<file path="src/rtl/instruction_encoder.sv">
// Packs a range-checked immediate into an instruction word (inverse of immediate decode)
// and emits it through a valid/ready output register tagged with an IMEM byte address.
module instruction_encoder #(
  parameter logic [31:0] ADDR_BASE = 32'h0000_0000,
  parameter int unsigned ADDR_STEP = 4,
  parameter int unsigned ERRCNT_W  = 8
) (
  input  logic                CLK,
  input  logic                RESET,
  input  logic                CLEAR,
  input  logic                IN_VALID,
  output logic                IN_READY,
  input  logic [3:0]          IN_SELECT,
  input  logic [31:0]         IN_BASE,
  input  logic [31:0]         IN_IMM,
  output logic                OUT_VALID,
  input  logic                OUT_READY,
  output logic [31:0]         OUT_INST,
  output logic                OUT_ERR,
  output logic [31:0]         OUT_ADDR,
  output logic [ERRCNT_W-1:0] ERR_COUNT
);

  localparam logic [2:0] FMT_U     = 3'd0;
  localparam logic [2:0] FMT_J     = 3'd1;
  localparam logic [2:0] FMT_I     = 3'd2;
  localparam logic [2:0] FMT_B     = 3'd3;
  localparam logic [2:0] FMT_S     = 3'd4;
  localparam logic [2:0] FMT_SHAMT = 3'd5;

  logic                out_valid_q, out_valid_d;
  logic [31:0]         out_inst_q, out_inst_d;
  logic                out_err_q, out_err_d;
  logic [31:0]         out_addr_q, out_addr_d;
  logic [ERRCNT_W-1:0] err_count_q, err_count_d;

  logic [31:0] enc_inst;
  logic        enc_err;
  logic        in_fire;
  logic        out_fire;

  // Bits above top field bit t must be a sign extension of bit t (or zero when unsigned).
  function automatic logic range_err(input logic [31:0] imm, input int unsigned t,
                                     input logic uns);
    logic [31:0] mask;
    mask = 32'hFFFF_FFFF << t;
    if (uns) range_err = (imm & (mask << 1)) != 32'h0;
    else     range_err = ((imm & mask) != 32'h0) && ((imm & mask) != mask);
  endfunction

  always_comb begin
    enc_inst = IN_BASE;
    enc_err  = 1'b0;
    unique case (IN_SELECT[2:0])
      FMT_U: begin
        enc_inst[31:12] = IN_IMM[31:12];
        enc_err         = |IN_IMM[11:0];
      end
      FMT_J: begin
        enc_inst[31:12] = IN_IMM[20:1];
        enc_err         = IN_IMM[0] | range_err(IN_IMM, 20, IN_SELECT[3]);
      end
      FMT_I: begin
        enc_inst[31:20] = IN_IMM[11:0];
        enc_err         = range_err(IN_IMM, 11, IN_SELECT[3]);
      end
      FMT_B: begin
        enc_inst[31:25] = IN_IMM[12:6];
        enc_inst[11:7]  = IN_IMM[5:1];
        enc_err         = IN_IMM[0] | range_err(IN_IMM, 12, IN_SELECT[3]);
      end
      FMT_S: begin
        enc_inst[31:25] = IN_IMM[11:5];
        enc_inst[11:7]  = IN_IMM[4:0];
        enc_err         = range_err(IN_IMM, 11, IN_SELECT[3]);
      end
      FMT_SHAMT: begin
        enc_inst[29:25] = IN_IMM[4:0];
        enc_err         = |IN_IMM[31:5];
      end
      default: enc_err = 1'b1;
    endcase
  end

  assign IN_READY = !out_valid_q || OUT_READY;
  assign in_fire  = IN_VALID && IN_READY;
  assign out_fire = out_valid_q && OUT_READY;

  // Counters account for the departing word; CLEAR wins over an increment.
  always_comb begin
    out_valid_d = out_valid_q;
    out_inst_d  = out_inst_q;
    out_err_d   = out_err_q;
    out_addr_d  = out_addr_q;
    err_count_d = err_count_q;
    if (in_fire) begin
      out_valid_d = 1'b1;
      out_inst_d  = enc_inst;
      out_err_d   = enc_err;
    end else if (out_fire) begin
      out_valid_d = 1'b0;
    end
    if (CLEAR) begin
      out_addr_d  = ADDR_BASE;
      err_count_d = '0;
    end else if (out_fire) begin
      out_addr_d = out_addr_q + 32'(ADDR_STEP);
      if (out_err_q && (err_count_q != {ERRCNT_W{1'b1}}))
        err_count_d = err_count_q + ERRCNT_W'(1);
    end
  end

  always_ff @(posedge CLK or posedge RESET) begin
    if (RESET) begin
      out_valid_q <= 1'b0;
      out_inst_q  <= 32'h0;
      out_err_q   <= 1'b0;
      out_addr_q  <= ADDR_BASE;
      err_count_q <= '0;
    end else begin
      out_valid_q <= out_valid_d;
      out_inst_q  <= out_inst_d;
      out_err_q   <= out_err_d;
      out_addr_q  <= out_addr_d;
      err_count_q <= err_count_d;
    end
  end

  assign OUT_VALID = out_valid_q;
  assign OUT_INST  = out_inst_q;
  assign OUT_ERR   = out_err_q;
  assign OUT_ADDR  = out_addr_q;
  assign ERR_COUNT = err_count_q;

endmodule

</file>
<file path="config.mk">
export PLATFORM = sky130hd
export DESIGN_NAME = instruction_encoder
export DESIGN_NICKNAME = d
export VERILOG_FILES = /design/src/rtl/instruction_encoder.sv
export SDC_FILE = /design/constraint.sdc
export NUM_CORES = 1
export LEC_CHECK = 0
export ABC_CLOCK_PERIOD_IN_PS = 5490
export CORE_MARGIN = 4
export CORE_UTILIZATION = 45
export DETAILED_ROUTE_END_ITERATION = 10
export PLACE_DENSITY = 0.88
export SLEW_MARGIN = 20
export SYNTH_ARGS = -nofsm -noshare
export SYNTH_HDL_FRONTEND = slang
export SYNTH_SLANG_ARGS = --single-unit
</file>
<file path="constraint.sdc">
create_clock -name CLK -period 5.49 [get_ports CLK]
set_input_delay 0.549 -clock CLK [delete_from_list [all_inputs] [get_ports CLK]]
set_output_delay 0.549 -clock CLK [all_outputs]
set_load 0.05 [all_outputs]
</file>
==> impl_metrics.csv <==
group,metric,value,unit
finish,final_cells,743,
drt,drt-pass1-iter-count,5,
finish,final_nets,702,
place,place_inst,727,
setup_path,critPathMaxFanout,24,
logic_synthesis,synth-seq-cells,72,
floorplanning,die_y,104.9,um
logic_synthesis,synthTopCellsByArea,"dfrtp_1, nand2_1, o21ai_0",
place,placed_cell_area,0.005736,mm^2
finish,area_delta_synth_final,39.83,%
logic_synthesis,synthCells,493,
logic_synthesis,netlist_area,0.004225,mm^2
setup_path,crit_chain,"clkdlybuf4s50_1 > clkinv_1 > nand2_1 > a311oi_1 > a311oi_1 > a41oi_1",
global_route,grt_max_degree,73,
place,gp_congestion,0.9039,
cts,root_buffer,"clkbuf_8",
cts,ctsHoldBuffers,0,
logic_synthesis,synth_warnings,0,
drt,drtIter0Drc,255,
drt,viasPerCell,5.826,
logic_synthesis,synth-seq-area-share,0.4264,
floorplanning,core_area,0.009196,mm^2
finish,layout_commonest_cell,"clkdlybuf4s50_1",
logic_synthesis,yosysTopAreaCell,"dfrtp_1",
logic_synthesis,synth-async-reset-ratio,1.000,
timing,min_period_over_period,0.5831,
global_route,grt_pass1_vias,4198,
run,drv_cap,0,
logic_synthesis,synth_edf_count,0,
global_route,antenna_found_initial,0,
cts,cts_sinks,72,
floorplanning,io_pins,148,
timing,fin_crit,3201,ps
setup_path,slowest_delay,990,ps
global_route,grt_first_pass_wirelength,21420,um
power_and_ir_drop,powerDensity,242.6,mW/mm^2
cts,cts_buffers,9,
global_route,grt-ovfl-total,0,
timing,tns,0,ps
timing,max_slew_margin,0.3854,
drt,wl,13170,um
logic_synthesis,ys_types,51,
finish,final_area,0.005908,mm^2
cts,clock_tree.buffer_depth,2,
floorplanning,dieWidth,104.9,um
power_and_ir_drop,leakage,2.322,nW
logic_synthesis,syn_avg_cell_area,8.571,um^2
setup_path,slowest_stage,"clkdlybuf4s50_1",
place,port-buffer-count,145,
status,outcome,"complete, no violations",
finish,multi_input_area,0.002250,mm^2
drt,vias,4329,
cts,clock_latency,340,ps
timing,clock_skew,8.939,ps
timing,tightest_slew,921.9,ps
timing,setup-violations-final,0,
timing,worst_slack,2289,ps
floorplanning,num_rows,35,
setup_path,startpoint_type,"input port",
global_route,grtUsageTotal,0.2395,
timing,max_freq,312.4,MHz
timing,rsz0062_at_grt,"no",
floorplanning,die_area,0.01100,mm^2
place,hpwl,10080,um
cts,post_cts.repair.setup_buffers,0,
setup_path,critical_path_class,"in2reg",
finish,n_fill_cell,800,
logic_synthesis,synth_top_flop_cell,"dfrtp_1",
drt,drcViolationCount,0,
cts,htree_levels,3,
setup_path,required,5700,ps
drt,postRouteAntennaNets,0,
place,post-place-ws,2011,ps
finish,n_antenna_cell,0,
cts,cts_resized,0,
cts,tritoncts,"built",
hold_path,hold_class,"reg2reg",
timing,hold_viol,0,
finish,drive_above_1_share,0.06013,
finish,mostFrequentLayoutCells,"clkdlybuf4s50_1, dfrtp_1, nand2_1",
drt,wl_per_cell,17.72,um
timing,maxSlewViolCount,0,
power_and_ir_drop,vdd_drop_max,0.1478,mV
finish,ff_latch_area,0.001802,mm^2
setup_path,crit_top_cell,"a311oi_1",
floorplanning,initial_core_util,0.4595,
setup_path,cp-end-kind,"flip-flop",
setup_path,worstPathArrival,3410,ps
cts,cts.reportedPaths.clkPinSlew,80,ps
logic_synthesis,synth_top_area_frac,0.4264,
[critical path: cells and delay by family]
family | cells | cell delay [ps]
AO/OA/AOI/OAI | 3 | 490
AND/OR/NAND/NOR | 1 | 720
buffers and inverters | 2 | 1640
[final timing paths]
kind	from	to	slack, ps	depth (start not counted)
worst max-delay path	IN_SELECT[2]	OUT_ERR$_DFFE_PP0P_	2290	6
worst min-delay path	OUT_INST[31]$_DFFE_PP0P_	OUT_INST[31]$_DFFE_PP0P_	480	2
worst max register to register	OUT_ADDR[8]$_DFFE_PP0N_	OUT_ADDR[31]$_DFFE_PP0N_	3050	5
worst min register to register	OUT_INST[31]$_DFFE_PP0P_	OUT_INST[31]$_DFFE_PP0P_	480	2
max in group asynchronous	RESET	OUT_ADDR[3]$_DFFE_PP0N_	4090	3
min in group asynchronous	RESET	OUT_ADDR[11]$_DFFE_PP0N_	790	3
[Yosys cell counts (6+ instances only)]
master,instances
nor4_1,11
xnor2_1,20
mux2i_1,17
and3_1,6
a21oi_1,34
nand3_1,16
clkbuf_1,20
o21ai_0,45
mux2_2,8
xor2_1,7
nand4_1,10
nor2_1,41
nand2_1,67
or3_1,6
nor3_1,13
nand2b_1,6
dfrtp_1,72
a22oi_1,9
inv_1,13
o22ai_1,15
[metrics by stage]
step / total power, mW / hold slack (ps) / utilization
2_1_floorplan: 0.8720 / 657.4 / -
3_3_place_gp: 1.055 / 464.8 / 0.6237
3_5_place_dp: 1.064 / 471.7 / 0.6237
4_1_cts: 1.444 / 490.7 / 0.6424
5_1_grt: 1.498 / 511.8 / 0.6424
6_report: 1.433 / 484.4 / 0.6424
[final cells by class]
type,count,share of cell area
Clock buffer,10,0.02160
Clock inverter,6,0.007624
Inverter,15,0.009530
Multi-Input combinational cell,379,0.3808
Sequential cell,72,0.3050
Tap cell,111,0.02351
Timing Repair Buffer,150,0.2520
[state kept, by name, indices dropped and copies added, names as in the netlist]
register / flops
ERR_COUNT: 8
OUT_ADDR: 30
OUT_INST: 32
OUT_VALID: 1
OUT_ERR: 1
[layer usage]
| metal | GRT usage | part of all wire |
|---|---|---|
| met4 | 0.05717 | 0.010 |
| met2 | 0.4134 | 0.50 |
| met5 | 0 | 0 |
| met1 | 0.3040 | 0.40 |
| met3 | 0.05559 | 0.087 |
[logic make-up after synthesis]
group                      share of synthesized area
and+or+nand+nor                               0.2233
AOI/OAI and AO/OA                             0.1759
DFF                                           0.4264
buffers and inverters                        0.04205
xor gates and xnor gates                     0.05597
muxes                                        0.06959
adders and majority gates                   0.005921
other                                      0.0008875
[where the power goes]
group | internal, mW | switching (mW)
clock | 0.166 | 0.216
sequential | 0.571 | 0.0264
combinational | 0.168 | 0.286
Note: power is estimated with default switching activity, not from simulation.
